**src/rtl/instr_queue.sv**
```systemverilog
// Circular instruction queue between instruction fetch and decode.
// Head word is presented combinationally; count, pointers and overflow are registered.
module instr_queue #(
  parameter int unsigned WIDTH = 32,
  parameter int unsigned DEPTH = 4
) (
  input  logic                   clk,
  input  logic                   rst,
  input  logic                   ir_load,
  input  logic [WIDTH-1:0]       read_data,
  input  logic                   ir_pop,
  input  logic                   flush,
  output logic [WIDTH-1:0]       instr,
  output logic                   instr_valid,
  output logic [$clog2(DEPTH):0] count,
  output logic                   full,
  output logic                   overflow
);

  localparam int unsigned PTR_W = $clog2(DEPTH);
  localparam int unsigned CNT_W = PTR_W + 1;

  logic [WIDTH-1:0] mem [DEPTH];
  logic [PTR_W-1:0] wr_ptr;
  logic [PTR_W-1:0] rd_ptr;
  logic             pop_ok;
  logic             push_ok;
  logic             drop;

  // A pop frees a slot in the same cycle, so a push while full is accepted alongside it.
  always_comb begin
    pop_ok  = ir_pop && !flush && (count != '0);
    push_ok = ir_load && !flush && (!full || pop_ok);
    drop    = ir_load && !flush && full && !pop_ok;
  end

  always_ff @(posedge clk or posedge rst) begin
    if (rst) begin
      wr_ptr   <= '0;
      rd_ptr   <= '0;
      count    <= '0;
      overflow <= 1'b0;
    end else if (flush) begin
      wr_ptr   <= '0;
      rd_ptr   <= '0;
      count    <= '0;
      overflow <= 1'b0;
    end else begin
      if (push_ok) wr_ptr <= wr_ptr + PTR_W'(1);
      if (pop_ok)  rd_ptr <= rd_ptr + PTR_W'(1);
      case ({push_ok, pop_ok})
        2'b10:   count <= count + CNT_W'(1);
        2'b01:   count <= count - CNT_W'(1);
        default: count <= count;
      endcase
      if (drop) overflow <= 1'b1;
    end
  end

  // Storage is intentionally not cleared; pointers alone define validity.
  always_ff @(posedge clk) begin
    if (push_ok && !rst) mem[wr_ptr] <= read_data;
  end

  always_comb begin
    instr_valid = (count != '0);
    full        = (count == CNT_W'(DEPTH));
    instr       = instr_valid ? mem[rd_ptr] : '0;
  end

endmodule

```
**config.mk**
```make
export PLATFORM = sky130hd
export DESIGN_NAME = instr_queue
export DESIGN_NICKNAME = d
export VERILOG_FILES = /design/src/rtl/instr_queue.sv
export SDC_FILE = /design/constraint.sdc
export NUM_CORES = 1
export LEC_CHECK = 0
export CORE_MARGIN = 5
export CORE_UTILIZATION = 45
export DETAILED_ROUTE_END_ITERATION = 10
export GPL_ROUTABILITY_DRIVEN = 0
export PLACE_DENSITY = 0.7
export REMOVE_ABC_BUFFERS = 1
export SYNTH_ARGS = -nofsm -noshare
export SYNTH_HDL_FRONTEND = slang
export SYNTH_SLANG_ARGS = --single-unit
```
**constraint.sdc**
```tcl
create_clock -name clk -period 2.2 [get_ports clk]
set_input_delay 0.44 -clock clk [delete_from_list [all_inputs] [get_ports clk]]
set_output_delay 0.44 -clock clk [all_outputs]
set_load 0.1 [all_outputs]
```
# Word-level counts from Yosys, hierarchy flattened
# Memory sizes are Yosys's and may differ from the RTL's.
# Index checks and enable logic that the tools add are counted.
# word_totals
regBits,8
ramBits,128
out_inout_bits,38
word_cells,40
mem_count,1
# memory_table
memory,depth,word_bits,rd,rd_ports_with_merged_regs,write_ports,line,text
mem,4,32,1,0,1,23,logic [WIDTH-1:0] mem [DEPTH];
# op_classes
addsub,4
eq_ne,3
muxes,11
n_reduce_logical,17
# op_table
cell,n
two-way mux 32 bit,1
two-way mux 2 bit,4
logical AND 1 bit,7
one-hot mux 3 bit (2 select lines),1
nonzero test 2 bit,3
nonzero test 3 bit,2
"adder 2 x 1 -> 2 bit, second input constant",2
logical NOT 1 bit,4
two-way mux 1 bit,4
"adder 3 x 1 -> 3 bit, second input constant",1
"== test 3 bit, second input constant",1
two-way mux 3 bit,1
"subtractor 3 x 1 -> 3 bit, second input constant",1
"== test 2 x 1 -> 1 bit, second input constant",1
"== test 2 bit, second input constant",1
logical OR 1 bit,1

# Logic depth before layout (Yosys ltp)
# depth
word_depth,8
depth_mapped,9
ltp_nobuf,8

# Worst setup path after synthesis
# Ideal clock, no wire load.
# synth_path
path_kind,flip-flop to flip-flop
from,register count[2]
to,"memory mem[0][0], enable pin"
setup_time_ns,0.404
arrival_time_ns,3.300
path_slack_ns,-1.504
stages_incl_launch_ff,4
n_path_buf,0
period_less_slack_ns,3.704
path_cell_list,dfrtp_1 > nor3b_2 > a21oi_4 > and3_1
# synth_between
elab_chain_len,7
elab_cells_between_ends,9
cone_classes,eq/ne: 1; mux: 2; reduce/logical: 6
# synth_rtl
item,line,text
"start, declared",15,"output logic [$clog2(DEPTH):0] count,"
"start signal, assigned",52,2'b10: count <= count + CNT_W'(1);
"start signal, assigned",53,2'b01: count <= count - CNT_W'(1);
"start signal, assigned",54,default: count <= count;
== test 3 bit,67,full = (count == CNT_W'(DEPTH));
net full,16,"output logic full,"
logical NOT 1 bit,33,push_ok = ir_load && !flush && (!full || pop_ok);
logical OR 1 bit,33,
logical AND 1 bit,33,
logical AND 1 bit,62,if (push_ok && !rst) mem[wr_ptr] <= read_data;
two-way mux 1 bit,62,
two-way mux 1 bit (implied by the code),62,
"end, declared",23,
# The timed path passes the listed nets, and every way through them passes these cells.

# Worst setup path in the final report
# layout_path
from,register rd_ptr[0]
to,output instr[30]
# layout_between
elab_chain_len,2
# layout_rtl
item,line,text
"start, declared",25,logic [PTR_W-1:0] rd_ptr;
"start signal, assigned",50,if (pop_ok) rd_ptr <= rd_ptr + PTR_W'(1);
memory read (4 x 32 bit),n/a,
two-way mux 32 bit,68,instr = instr_valid ? mem[rd_ptr] : '0;
"end, declared",13,"output logic [WIDTH-1:0] instr,"
# Every way passes these cells.

==> flow_metrics.env <==
export IMPL_global_route_overflow_total=0
export IMPL_pin_count=75
export IMPL_crit_path_end="instr[30]"
export IMPL_number_of_instances_in_the_synthesized_netlist=259
export IMPL_synthToLayoutAreaGrowth_pct=39.78
export IMPL_timing_worst_setup_path_type="register to output port"
export IMPL_grt_util_met3_pct=4.618
export IMPL_failed_checks="negative setup slack"
export IMPL_reg2regPathDepth=8
export IMPL_num_fill_cells=810
export IMPL_dr_pass1_iters=4
export IMPL_end_kind="output port"
export IMPL_finish_net_count=412
export IMPL_place_inst=495
export IMPL_maxSlewViolCount=0
export IMPL_netlist_area_um2=5400
export IMPL_finish_cell_count_without_fillers=529
export IMPL_synth_yosys_warnings=0
export IMPL_startpoint_type="register"
export IMPL_grt_start_max_net_pins=35
export IMPL_unrepaired_setup_endpoints_after_global_routing="yes"
export IMPL_num_antenna_cells=0
export IMPL_worstSkewPairLatency_ns=0.41
export IMPL_ff_to_ff_end="count[2]"
export IMPL_cts_root_buf="sky130_fd_sc_hd__clkbuf_16"
export IMPL_routed_wl_um=10490
export IMPL_r2r_start="count[1]"
export IMPL_crit_required_ns=1.76
export IMPL_cts_tree="yes"
export IMPL_die_area_um2=14290
export IMPL_row_count=40
export IMPL_slew_headroom_pct=78.22
export IMPL_grt_use_met1_pct=20.76
export IMPL_result_of_the_run="complete, but fails checks"
export IMPL_ys_types=34
export IMPL_seq_area_frac_synth_pct=74.88
export IMPL_worstPathArrival_ns=1.96
export IMPL_detail_route_antenna_nets=0
export IMPL_setup_viol=32
export IMPL_fraction_of_layout_instances_using_a_drive_strength_above_1_pct=40.84
export IMPL_post_drt_via_cell_ratio=5.212
export IMPL_cts_buffers=17
export IMPL_global_route_wire_length_before_repair_um=17040
export IMPL_worstSetupStartpoint="rd_ptr[0]"
export IMPL_layout_cells_most_common="sky130_fd_sc_hd__edfxtp_1"
export IMPL_timing_final_crit_period_ns=2.397
export IMPL_yosys_register_bits=136
export IMPL_clkSlewWorstSetupHoldPaths_ns=0.06
export IMPL_h_tree_depth=4
export IMPL_achievable_frequency_mhz=417.1
export IMPL_vias=2757
export IMPL_drc=0
export IMPL_mostFrequentLayoutCells="128 x sky130_fd_sc_hd__edfxtp_1, 40 x sky130_fd_sc_hd__buf_12, 36 x sky130_fd_sc_hd__clkdlybuf4s50_1"
export IMPL_hold_viol_final=0
export IMPL_place_hpwl_um=6734
export IMPL_setup_ws_final_ns=-0.1973
export IMPL_slew_at_the_pin_with_the_worst_max_slew_slack_ns=0.3264
export IMPL_wl_per_cell_um=19.82
export IMPL_antenna_found_initial=0
export IMPL_rrSetupSlack_ns=0.17
export IMPL_core_um2=11910
export IMPL_clock_skew_final_ns=0.006514
export IMPL_holdCritPathClass="primary input to async pin"
export IMPL_grt_most_used_layer="met2"
export IMPL_placement_io_buffers=74
export IMPL_cts_hold_buf=0
export IMPL_grt_util_met2_pct=25.71
export IMPL_max_cap_violations=0
export IMPL_path_max_fanout=8
export IMPL_fp_dieH_um=119.5
export IMPL_tritoncts_num_sinks=136
export IMPL_cts_root_to_sink_buffers=2
export IMPL_timing_final_crit_share_pct=109.0
export IMPL_first_iter_violations=154
export IMPL_syn_avg_cell_area_um2=20.85
export IMPL_starting_density_of_the_core_pct=45.34
export IMPL_chipWidth_um=119.5
export IMPL_first_global_vias=3079
export IMPL_globalRouteTotalUtil_pct=15.91
## metal layers
metal	share of wire, %	routed length [µm]	vias up
li1	-	-	1255
met4	0.97	102	0
met1	44	4571	1409
met2	51	5367	84
met3	4.2	445	9
met5	0	0	-
## timing repair
item | CTS | global route
gates cloned | 0 | 1
buffers inserted | 0 | 2
setup endpoints to repair | 32 | 33
resized for setup | 17 | 3
## flip-flops by register name, summed over array words and instances (netlist names)
signal	cells
overflow	1
wr_ptr	2
rd_ptr	2
mem	128
count	3
## worst min-delay path by stage
stage / startpoint / end / slack, ns / cells after the start
3_3_place_gp: overflow / overflow / 0.50 / 2
6_report: rst / wr_ptr[1] / 0.42 / 3
2_1_floorplan: rst / count[0] / 0.28 / 1
4_1_cts: rst / wr_ptr[1] / 0.41 / 3
5_1_grt: rst / wr_ptr[1] / 0.45 / 3
3_5_place_dp: overflow / overflow / 0.50 / 2
## area by class of cell
type / count / area (µm²) / area share (%)
inverter: 4 / 15.01 / 0.1989
tap: 147 / 183.9 / 2.437
timing repair buffer: 105 / 1408 / 18.65
multi-input combinational: 106 / 1313 / 17.39
clock buffer: 18 / 429.2 / 5.685
sequential: 136 / 4046 / 53.61
clock inverter: 13 / 153.9 / 2.039
## cell usage after synthesis
cell type | instances | share of area (%)
sky130_fd_sc_hd__o31ai_1 | 1 | 0.14
sky130_fd_sc_hd__a31oi_1 | 2 | 0.23
sky130_fd_sc_hd__xor2_1 | 2 | 0.32
sky130_fd_sc_hd__fa_1 | 1 | 0.37
sky130_fd_sc_hd__clkbuf_1 | 4 | 0.28
sky130_fd_sc_hd__mux2_4 | 1 | 0.28
sky130_fd_sc_hd__nor3b_2 | 1 | 0.23
sky130_fd_sc_hd__or2b_1 | 1 | 0.14
sky130_fd_sc_hd__inv_1 | 4 | 0.28
sky130_fd_sc_hd__xor2_4 | 1 | 0.51
sky130_fd_sc_hd__buf_2 | 4 | 0.37
sky130_fd_sc_hd__buf_6 | 1 | 0.21
sky130_fd_sc_hd__nand3_1 | 2 | 0.19
sky130_fd_sc_hd__a21o_1 | 1 | 0.14
sky130_fd_sc_hd__nor3_1 | 2 | 0.19
sky130_fd_sc_hd__ha_1 | 4 | 0.93
sky130_fd_sc_hd__mux2_2 | 1 | 0.21
sky130_fd_sc_hd__dlygate4sd1_1 | 1 | 0.16
sky130_fd_sc_hd__dfrtp_1 | 8 | 3.7
sky130_fd_sc_hd__and3_1 | 4 | 0.46
sky130_fd_sc_hd__buf_4 | 3 | 0.42
sky130_fd_sc_hd__nand2_4 | 1 | 0.21
sky130_fd_sc_hd__nor2_1 | 6 | 0.42
sky130_fd_sc_hd__nand2b_1 | 2 | 0.23
sky130_fd_sc_hd__nand2_1 | 3 | 0.21
sky130_fd_sc_hd__and2_1 | 32 | 3.7
sky130_fd_sc_hd__mux4_2 | 32 | 13
sky130_fd_sc_hd__or3_1 | 1 | 0.12
sky130_fd_sc_hd__o211ai_1 | 1 | 0.14
sky130_fd_sc_hd__edfxtp_1 | 128 | 71
sky130_fd_sc_hd__a21oi_1 | 1 | 0.093
sky130_fd_sc_hd__nor2b_1 | 1 | 0.12
sky130_fd_sc_hd__a21oi_4 | 1 | 0.30
sky130_fd_sc_hd__mux2i_1 | 1 | 0.19
## logic make-up after synthesis
logic type | synth area share [%]
buffers and inverters | 1.714
adders and majority gates | 1.298
DFF | 74.88
AOI/OAI and AO/OA | 1.043
xor gates and xnor gates | 0.8342
and+or+nand+nor | 6.209
muxes | 14.02
## through the flow
stage	area (µm²)	TNS (ns)	worst slack, ns	hold slack (ns)	utilization, %
after floorplan	5323	-244.18	-1.504	0.2761	-
after global placement	6870	-0.04320	-0.04320	0.4976	57.68
after detailed placement	6870	-0.1073	-0.1073	0.5012	57.68
after CTS	7497	-5.509	-0.2230	0.4119	62.94
after global routing	7548	-7.462	-0.2623	0.4539	63.37
final	7548	-5.116	-0.1973	0.4169	63.37
## worst max-delay path, cell delays in order (launching register included)
cell	delay (ns)
sky130_fd_sc_hd__dfrtp_2	0.41
sky130_fd_sc_hd__buf_4	0.14
sky130_fd_sc_hd__buf_12	0.13
sky130_fd_sc_hd__mux4_2	0.52
sky130_fd_sc_hd__and2_4	0.19
sky130_fd_sc_hd__buf_12	0.16
Power is left out: the tool's default activity adds up to more than one toggle a clock period on the data nets, which glitch-free logic cannot reach.
